`src/rtl/mdio_pkg.sv`:
```
// Shared encodings and bit-index constants for the Clause-22 MDIO slave.
package mdio_pkg;

    typedef enum logic [5:0] {
        IDLE = 6'b000001,
        HDR  = 6'b000010,
        RD   = 6'b000100,
        WR   = 6'b001000,
        SKIP = 6'b010000,
        DONE = 6'b100000
    } state_t;

    localparam logic [1:0] ST_CODE  = 2'b01;
    localparam logic [1:0] OP_WRITE = 2'b01;
    localparam logic [1:0] OP_READ  = 2'b10;
    localparam logic [1:0] TA_WRITE = 2'b10;

    localparam logic [4:0] K_REGAD_LAST = 5'd13;
    localparam logic [4:0] K_TA1        = 5'd14;
    localparam logic [4:0] K_TA2        = 5'd15;
    localparam logic [4:0] K_LAST       = 5'd31;

endpackage

```
`src/rtl/mdio_regfile.sv`:
```
// PHY register file: combinational read, gated synchronous write, per-register read-only mask.
module mdio_regfile
    import mdio_pkg::*;
#(
    parameter int          NUM_REGS  = 32,
    parameter logic [31:0] RO_MASK   = 32'h0000_000C,
    parameter logic [15:0] REG3_INIT = 16'h3AAA
) (
    input  logic        clk,
    input  logic        rst,
    input  logic        wr_en,
    input  logic [4:0]  addr,
    input  logic [15:0] wr_data,
    output logic [15:0] rd_data,
    output logic        wr_ok
);

    logic [15:0] regs [32];
    logic        in_range;

    assign in_range = {27'd0, addr} < NUM_REGS;
    assign wr_ok    = wr_en && in_range && !RO_MASK[addr];
    assign rd_data  = in_range ? regs[addr] : 16'h0000;

    // Entries at or above NUM_REGS are never written, so they stay constant.
    always_ff @(posedge clk or posedge rst) begin
        if (rst) begin
            for (int i = 0; i < 32; i++) begin
                regs[i] <= (i == 3) ? REG3_INIT : 16'h0000;
            end
        end else if (wr_ok) begin
            regs[addr] <= wr_data;
        end
    end

endmodule

```
`src/rtl/mdio_slave_c22.sv`:
```
// Clause-22 MDIO management slave: frame deserialiser, PHY-address filter,
// optional preamble check, and read/write access to mdio_regfile.
module mdio_slave_c22
    import mdio_pkg::*;
#(
    parameter logic [4:0]  PHY_ADDR     = 5'd1,
    parameter int          NUM_REGS     = 32,
    parameter int          PREAMBLE_LEN = 0,
    parameter logic [31:0] RO_MASK      = 32'h0000_000C,
    parameter logic [15:0] REG3_INIT    = 16'h3AAA
) (
    input  logic        MDC,
    input  logic        RESET,
    input  logic        MDIO_OUT,
    input  logic        MDIO_OE,
    output logic        MDIO_IN,
    output logic [4:0]  ADDR,
    output logic [15:0] WR_DATA,
    output logic        WR_STB,
    output logic        MDIO_DONE,
    output logic        FRAME_ERR
);

    localparam int               PRE_W   = (PREAMBLE_LEN > 0) ? $clog2(PREAMBLE_LEN + 1) : 1;
    localparam logic [PRE_W-1:0] PRE_MAX = PRE_W'(PREAMBLE_LEN);

    state_t           state, state_nxt;
    logic [4:0]       bit_cnt, cnt_nxt;
    logic [PRE_W-1:0] pre_cnt, pre_nxt;

    logic [11:0] hdr_sr;
    logic [14:0] data_sr;
    logic [15:0] rd_sr, rd_sr_nxt;
    logic [12:0] hdr;
    logic [1:0]  op;
    logic [4:0]  phyad, regad;

    logic [4:0]  addr_nxt;
    logic [15:0] wr_data_nxt, rd_data;
    logic        in_nxt, done_nxt, err_nxt, wr_en, wr_ok;

    // At the K_REGAD_LAST edge hdr holds bits k=1..13: ST[0], OP, PHYAD, REGAD.
    assign hdr   = {hdr_sr, MDIO_OUT};
    assign op    = hdr[11:10];
    assign phyad = hdr[9:5];
    assign regad = hdr[4:0];

    mdio_regfile #(
        .NUM_REGS (NUM_REGS),
        .RO_MASK  (RO_MASK),
        .REG3_INIT(REG3_INIT)
    ) u_regfile (
        .clk    (MDC),
        .rst    (RESET),
        .wr_en  (wr_en),
        .addr   (ADDR),
        .wr_data({data_sr, MDIO_OUT}),
        .rd_data(rd_data),
        .wr_ok  (wr_ok)
    );

    always_ff @(posedge MDC or posedge RESET) begin
        if (RESET) begin
            state   <= IDLE;
            bit_cnt <= '0;
            pre_cnt <= '0;
        end else begin
            state   <= state_nxt;
            bit_cnt <= cnt_nxt;
            pre_cnt <= pre_nxt;
        end
    end

    always_comb begin
        state_nxt   = state;
        cnt_nxt     = bit_cnt + 5'd1;
        pre_nxt     = pre_cnt;
        addr_nxt    = ADDR;
        wr_data_nxt = WR_DATA;
        rd_sr_nxt   = rd_sr;
        in_nxt      = 1'b0;
        done_nxt    = 1'b0;
        err_nxt     = 1'b0;
        wr_en       = 1'b0;
        unique case (state)
            IDLE: begin
                cnt_nxt = '0;
                if (!MDIO_OE) begin
                    pre_nxt = '0;
                end else if (MDIO_OUT) begin
                    if (pre_cnt != PRE_MAX) pre_nxt = pre_cnt + PRE_W'(1);
                end else if (pre_cnt >= PRE_MAX) begin
                    state_nxt = HDR;
                    cnt_nxt   = 5'd1;
                    pre_nxt   = '0;
                end else begin
                    pre_nxt = '0;
                end
            end
            HDR: begin
                if (!MDIO_OE) begin
                    err_nxt   = 1'b1;
                    state_nxt = IDLE;
                end else if (bit_cnt == K_REGAD_LAST) begin
                    if ({1'b0, hdr[12]} != ST_CODE || (op != OP_READ && op != OP_WRITE)) begin
                        err_nxt   = 1'b1;
                        state_nxt = SKIP;
                    end else if (phyad != PHY_ADDR) begin
                        state_nxt = SKIP;
                    end else begin
                        addr_nxt  = regad;
                        state_nxt = (op == OP_READ) ? RD : WR;
                    end
                end
            end
            SKIP: begin
                if (bit_cnt == K_LAST) state_nxt = IDLE;
            end
            WR: begin
                if (!MDIO_OE ||
                    (bit_cnt == K_TA1 && MDIO_OUT != TA_WRITE[1]) ||
                    (bit_cnt == K_TA2 && MDIO_OUT != TA_WRITE[0])) begin
                    err_nxt   = 1'b1;
                    state_nxt = IDLE;
                end else if (bit_cnt == K_LAST) begin
                    wr_en       = 1'b1;
                    wr_data_nxt = {data_sr, MDIO_OUT};
                    done_nxt    = 1'b1;
                    state_nxt   = DONE;
                end
            end
            RD: begin
                // The master has released the line; MDIO_OE is not checked here.
                if (bit_cnt == K_TA1) begin
                    rd_sr_nxt = rd_data;
                end else if (bit_cnt == K_LAST) begin
                    done_nxt  = 1'b1;
                    state_nxt = DONE;
                end else if (bit_cnt > K_TA1) begin
                    in_nxt    = rd_sr[15];
                    rd_sr_nxt = {rd_sr[14:0], 1'b0};
                end
            end
            DONE: begin
                state_nxt = IDLE;
            end
            default: begin
                state_nxt = IDLE;
            end
        endcase
    end

    always_ff @(posedge MDC or posedge RESET) begin
        if (RESET) begin
            MDIO_IN   <= 1'b0;
            ADDR      <= '0;
            WR_DATA   <= '0;
            WR_STB    <= 1'b0;
            MDIO_DONE <= 1'b0;
            FRAME_ERR <= 1'b0;
        end else begin
            MDIO_IN   <= in_nxt;
            ADDR      <= addr_nxt;
            WR_DATA   <= wr_data_nxt;
            WR_STB    <= wr_ok;
            MDIO_DONE <= done_nxt;
            FRAME_ERR <= err_nxt;
        end
    end

    // Free-running shifters: only their contents at the decode/last edges matter.
    always_ff @(posedge MDC) begin
        hdr_sr  <= {hdr_sr[10:0], MDIO_OUT};
        data_sr <= {data_sr[13:0], MDIO_OUT};
        rd_sr   <= rd_sr_nxt;
    end

endmodule

```
`config.mk`:
```
export PLATFORM = sky130hd
export DESIGN_NAME = mdio_slave_c22
export DESIGN_NICKNAME = d
export VERILOG_FILES = /design/src/rtl/mdio_pkg.sv /design/src/rtl/mdio_regfile.sv /design/src/rtl/mdio_slave_c22.sv
export SDC_FILE = /design/constraint.sdc
export NUM_CORES = 1
export LEC_CHECK = 0
export ABC_AREA = 1
export ABC_CLOCK_PERIOD_IN_PS = 23300
export BUFFER_PORTS_ARGS = -buffer_cell sky130_fd_sc_hd__buf_4
export CAP_MARGIN = 20
export CORE_MARGIN = 1.5
export CORE_UTILIZATION = 25
export CTS_BUF_LIST = sky130_fd_sc_hd__clkbuf_2
export CTS_CLUSTER_SIZE = 16
export DETAILED_ROUTE_END_ITERATION = 10
export GPL_ROUTABILITY_DRIVEN = 0
export MAX_ROUTING_LAYER = met4
export PLACE_DENSITY = 0.45
export SYNTH_ARGS = -nofsm -noshare
export SYNTH_HDL_FRONTEND = slang
export SYNTH_SLANG_ARGS = --single-unit
```
`constraint.sdc`:
```
create_clock -name MDC -period 23.3 [get_ports MDC]
set_clock_uncertainty 0.05 [all_clocks]
set_input_delay 4.66 -clock MDC [delete_from_list [all_inputs] [get_ports MDC]]
set_output_delay 4.66 -clock MDC [all_outputs]
set_load 0.01 [all_outputs]
```
---- Yosys cells after proc, flatten, opt, wreduce, memory -nomap -nowiden ----
Memory sizes are Yosys's and may differ from the RTL's.
Index checks and enable logic that the tools add are counted.
W data, S select, Z words.
storage, ports and cells
  register bits ........................... 592
  bits in read-only memories .............. 32
  input bits .............................. 4
  output and inout port bits .............. 25
  logic and storage cells ................. 137
  memories kept ........................... 1
memories
  memory            depth  width  read ports  clocked after memory_dff  wr ports  RTL line            text
  (name not given)  32     1      1           0                         0         mdio_regfile.sv:22  assign wr_ok = wr_en && in_range && !RO_MASK[addr];
cells by class
  add/sub/neg operators ................... 2
  magnitude comparators ................... 5
  equality and inequality tests ........... 20
  muxes and demuxes ....................... 44
  bitwise logic cells ..................... 6
  reductions and logical operators ........ 15
operators with widths
  cell                   number
  $bwmux W512            1
  $mux W16               6
  $bmux W16 S5           1
  $demux W16 S5          1
  $mux W6                9
  $pmux W6 S5            1
  $mux W1                19
  $eq A5 B4 Y1 const B   3
  $mux W5                3
  $ne A2 B2 Y1 const B   6
  $eq A6 B1 Y1 const B   1
  $eq A6 B2 Y1 const B   1
  $eq A6 B3 Y1 const B   1
  $eq A6 B4 Y1 const B   1
  $eq A6 B5 Y1 const B   1
  $ge A6 B6 Y1 const B   1
  $lt A5 B6 Y1 const B   1
  $lt A6 B1 Y1 const B   1
  $not A5 Y6             1
  $reduce_and A3 Y1      2
  $reduce_and A6 Y1      1
  $add A5 B1 Y5 const B  1
  $eq A5 B5 Y1 const B   1
  $gt A5 B4 Y1 const B   1
  other kinds (14)       27

---- Depth between registers and ports, before layout ----
  depth after elaboration ................. 7
  mapped depth ............................ 15

---- Hierarchy ----
A second synthesis with hierarchy kept.
unflattened totals
  cells, all modules ...................... 3492
  area total of the unflattened synthesis .. 26558.0 µm²
modules (own cells, without submodules)
  module          instances  cells an instance  area an instance (µm²)
  mdio_regfile    1          3192               23807.8
  mdio_slave_c22  1          300                2750.1

---- Least setup slack after synthesis ----
Ideal clock, no wire load.
  path type ............................... input to register
  start ................................... in MDIO_OUT
  end ..................................... reg u_regfile.regs[100] in the netlist's numbering
  library setup time ...................... 0.117 ns
  arrival time ............................ 5.751 ns
  required time ........................... 23.133 ns
  slack ................................... 17.382 ns
  cell stages on the path ................. 10
  path buffers ............................ 2
  path through ............................ nand2_1 -> inv_1 -> nor2_2 -> nand3_4 -> nor2_8 -> buf_6 -> nand3_4 -> buf_2 -> nand2_1 -> nand2_1
on the way
  longest elaborated chain between the ends .. 7
  elaborated cells between the ends (all ways) .. 8
  those cells by class .................... mux: 2; bitwise: 1; reduce/logical: 5
ends and longest elaborated chain
  what                             RTL line               text
  from (decl)                      mdio_slave_c22.sv:14   input logic MDIO_OUT,
  $not A1 Y1                       mdio_slave_c22.sv:121  (bit_cnt == K_TA1 && MDIO_OUT != TA_WRITE[1]) ||
  $logic_and A1 B1 Y1              mdio_slave_c22.sv:121
  $logic_or A1 B1 Y1               mdio_slave_c22.sv:120  if (!MDIO_OE ||
  $logic_or A1 B1 Y1 *             mdio_slave_c22.sv:121
  $mux W1 *                        mdio_slave_c22.sv:120
  $mux W1 *                        mdio_slave_c22.sv:85   unique case (state)
  $logic_and A1 B1 Y1 *            mdio_regfile.sv:22
  to (signal, indexed assignment)  mdio_regfile.sv:29     regs[i] <= (i == 3) ? REG3_INIT : 16'h0000;
  to (signal, indexed assignment)  mdio_regfile.sv:32     regs[addr] <= wr_data;
  to (decl)                        mdio_regfile.sv:18     logic [15:0] regs [32];
Mark *: on every way between the ends. The rest lies on a longest branch, timed or not.
A chain may end at the register's enable or synchronous reset.

---- Worst setup path in the final report ----
  start ................................... in MDIO_OUT
  end ..................................... reg u_regfile.regs[206] in the netlist's numbering
Same word-level chain as after synthesis.

==> flow_metrics.py <==
metrics = {
    "outcome": {
        "status": "finished clean",
    },
    "critical_path": {
        "path_cells": "buf_4 > inv_1 > nand2_2 > nand3_4 > nor2_8 > buf_12 > buf_12 > nand3_2 > nand2_1 > nand2_1",
        "cpMaxStageDelayCell": "nor2_8",
        "worstSetupStartpointType": "primary input",
        "rr_startpoint": "bit_cnt[0]",
        "reg2reg_slack_ns": 18.56,
        "crit_arrival_ns": 8.48,
        "cp_num_buf_inv": 4,
        "reg2regPathDepth": 12,
        "crit_family": "simple AND/OR/NAND/NOR gates",
        "slowest_delay_ns": 0.66,
        "crit_path_end_kind": "flip-flop",
        "critPathMaxFanout": 151,
        "rr_endpoint": "u_regfile.regs[206]",
        "required_ns": 24.48,
        "critPathKind": "primary input to flip-flop",
    },
    "clocking": {
        "path_clk_slew_ns": 0.09,
        "cts_setup_buffers": 0,
        "numClockSinks": 579,
        "cts.path.max_buffers": 3,
        "root_buffer": "clkbuf_2",
        "numCtsBuffers": 169,
        "cts_resized": 0,
        "clock_latency_ns": 1.41,
        "cts_tree": "yes",
        "cts_hold_buffers": 0,
        "htreeDepth": 4,
    },
    "min_path": {
        "holdCritStartpoint": "u_regfile.regs[455]",
        "hold_class": "flip-flop to flip-flop",
        "hold_end": "u_regfile.regs[455]",
        "min_delay_path_depth": 0,
    },
    "power_and_ir_drop": {
        "p_sw_mw": 0.5428,
        "finalPower_mw": 1.901,
        "netSwitchingFraction": 0.2856,
        "vdd_ir_drop_max_uv": 31.04,
        "p_seq_frac": 0.540,
        "leakage_nw": 17.44,
        "clock_power_share": 0.420,
        "p_per_area_mw_per_mm2": 59.51,
        "comb_power_share": 0.040,
        "power.internal_mw": 1.358,
    },
    "job": {
        "cap_violations": 0,
    },
    "sta": {
        "worst_slew_pin_slew_ns": 1.014,
        "max_freq_mhz": 137.0,
        "finalSetupViolCount": 0,
        "hold_viol": 0,
        "rsz0062_at_grt": "false",
        "maxSlewViolCount": 0,
        "fin_crit_sh": 0.3132,
        "slew_headroom": 0.3242,
        "setup_tns_ns": 0,
        "period_needed_ns": 7.297,
    },
    "detailed_routing": {
        "finalWirelength_mm": 105.3,
        "drt-initial-drc-count": 2326,
        "dr.pass1.iters": 5,
        "vias_per_cell": 4.789,
        "drc": 0,
        "via_count": 26430,
        "antenna_left": 0,
        "wl_per_cell_um": 19.09,
    },
    "die": {
        "die-width_um": 347.2,
        "coreArea_mm2": 0.1178,
        "rows": 126,
        "num_io_pins": 29,
        "die_area_mm2": 0.1206,
        "die_h_um": 347.2,
        "start_util": 0.2515,
    },
    "grt": {
        "globalRouteMet2Util": 0.2619,
        "busiest_layer": "met2",
        "overflow": 0,
        "track_usage": 0.1790,
        "grt_pass1_wl_mm": 162.3,
        "met3_usage": 0.03488,
        "gr-usage-met1": 0.2461,
        "first_global_vias": 25590,
        "grt_antenna_before_repair": 2,
        "grt_max_degree": 152,
    },
    "logic_synthesis": {
        "synth-warning-count": 0,
        "async_flop_share": 0.9465,
        "synth_area_mm2": 0.02962,
        "synth_top_area_frac": 0.4553,
        "synthFlopType": "dfrtp_1",
        "ys_ff_latch": 579,
        "synthTopCellsByArea": "dfrtp_1 (46%), nand2_1 (28%), nand4_1 (9.6%)",
        "synth_edf_count": 16,
        "synth_top_area_cell": "dfrtp_1",
        "syn_inst": 3961,
        "seq_area_frac_synth": 0.4897,
        "synthDistinctLibCells": 37,
        "synth_nets": 3971,
        "syn_avg_cell_area_um2": 7.479,
    },
    "final_layout": {
        "drive_above_1_share": 0.1181,
        "area_delta_synth_final_pct": 7.814,
        "num-nets-final": 3860,
        "fillCellCount": 13050,
    },
    "place": {
        "portBuffers": 28,
        "post-dp-hpwl_mm": 58.90,
    },
}
flip-flops by register name (all words and copies together), names as in the netlist:
name,cells
state,6
u_regfile.regs,512
MDIO_IN,1
WR_STB,1
MDIO_DONE,1
bit_cnt,5
data_sr,15
ADDR,5
FRAME_ERR,1
rd_sr,16
WR_DATA,16
worst max-delay path by stage:
stage                  start                  end  cells past startpoint
floorplan              RESET              ADDR[0]                      1
global placement    MDIO_OUT    u_regfile.regs[7]                     10
detailed placement  MDIO_OUT   u_regfile.regs[13]                     10
CTS                  ADDR[1]              ADDR[1]                      1
global route         ADDR[1]              ADDR[1]                      1
finish              MDIO_OUT  u_regfile.regs[206]                     10
power groups by stage:
stage                     Clock (mW)  Combinational, mW  Sequential (mW)
after floorplan                    0             0.0478             1.04
final                          0.799             0.0760             1.03
after detailed placement           0             0.0755             1.05
after CTS                      0.829             0.0758             1.03
after global routing           0.883             0.0835             1.03
after global placement             0             0.0744             1.05
cells in the final DEF, fill, tap and decap left out, types with 17 or more instances in the layout:
cell type / count
buf_4: 80
clkbuf_2: 263
clkinv_1: 27
dfrtp_1: 537
inv_1: 68
nand2_1: 2210
nand3_1: 64
nand3_2: 19
nand4_1: 456
nor2_1: 49
o21ai_0: 17
o21ai_1: 43
or2_2: 17
synthesized netlist by cell type (all sizes together) (12+ instances only):
cell	count
nand2	2213
dfrtp	539
nand4	457
buf	250
clkbuf	119
nand3	94
inv	83
nor2	60
o21ai	60
or2	18
edfxtp	16
dfxtp	15
nor3	12
cell families (layout without fill, tap and decap cells):
| logic type | after synthesis | in the layout | synth area share |
|---|---|---|---|
| AND/OR/NAND/NOR | 2856 | 2856 | 0.4186 |
| flip-flops | 579 | 579 | 0.4897 |
| buffers and inverters | 452 | 470 | 0.07738 |
| AO/OA/AOI/OAI | 66 | 66 | 0.01124 |
| adder cells (fa/ha/maj) | 6 | 6 | 0.002534 |
| XOR/XNOR | 2 | 2 | 0.0005914 |
| other | 0 | 4 | 0 |
area by class of cell:
| class | instances | area, um^2 | area share |
|---|---|---|---|
| clock buffers | 263 | 1316 | 0.04121 |
| well taps | 1536 | 1922 | 0.06017 |
| inverters | 83 | 332.8 | 0.01042 |
| clock inverters | 37 | 225.2 | 0.007052 |
| repair buffers | 87 | 743.2 | 0.02327 |
| diodes | 4 | 10.01 | 0.0003134 |
| flip-flops and latches | 579 | 14530 | 0.4549 |
| multi-input cells | 2930 | 12860 | 0.4026 |
metal layers:
layer	wire (um)	vias to the layer above
met2	46740	736
met1	50010	12920
met5	0	-
li1	-	12580
met4	2575	0
met3	6011	194
stage by stage:
step / utilization / setup WS, ns / std cells / cell area (um^2) / hold slack [ns]
after floorplan: - / 3.284 / 3961 / 29620 / 0.2943
after global placement: 0.2573 / 14.82 / 5211 / 30300 / 0.3079
after detailed placement: 0.2576 / 14.74 / 5213 / 30340 / 0.3079
after CTS: 0.2707 / 15.88 / 5513 / 31880 / 0.3202
after global routing: 0.2712 / 15.89 / 5519 / 31940 / 0.3214
final: 0.2712 / 16.00 / 5519 / 31940 / 0.3183
worst reg2reg max path: stages, from the launching register on:
cell and delay [ns]:
dfrtp_1 0.43, inv_1 0.06, ha_1 0.20, nand3_2 0.42, inv_2 0.30, nand2_2 0.18, nand3_4 0.10, nor2_8 0.66
buf_12 0.50, buf_12 0.64, nand3_2 0.78, nand2_1 0.18, nand2_1 0.06
Power figures use the tool's default switching activity.
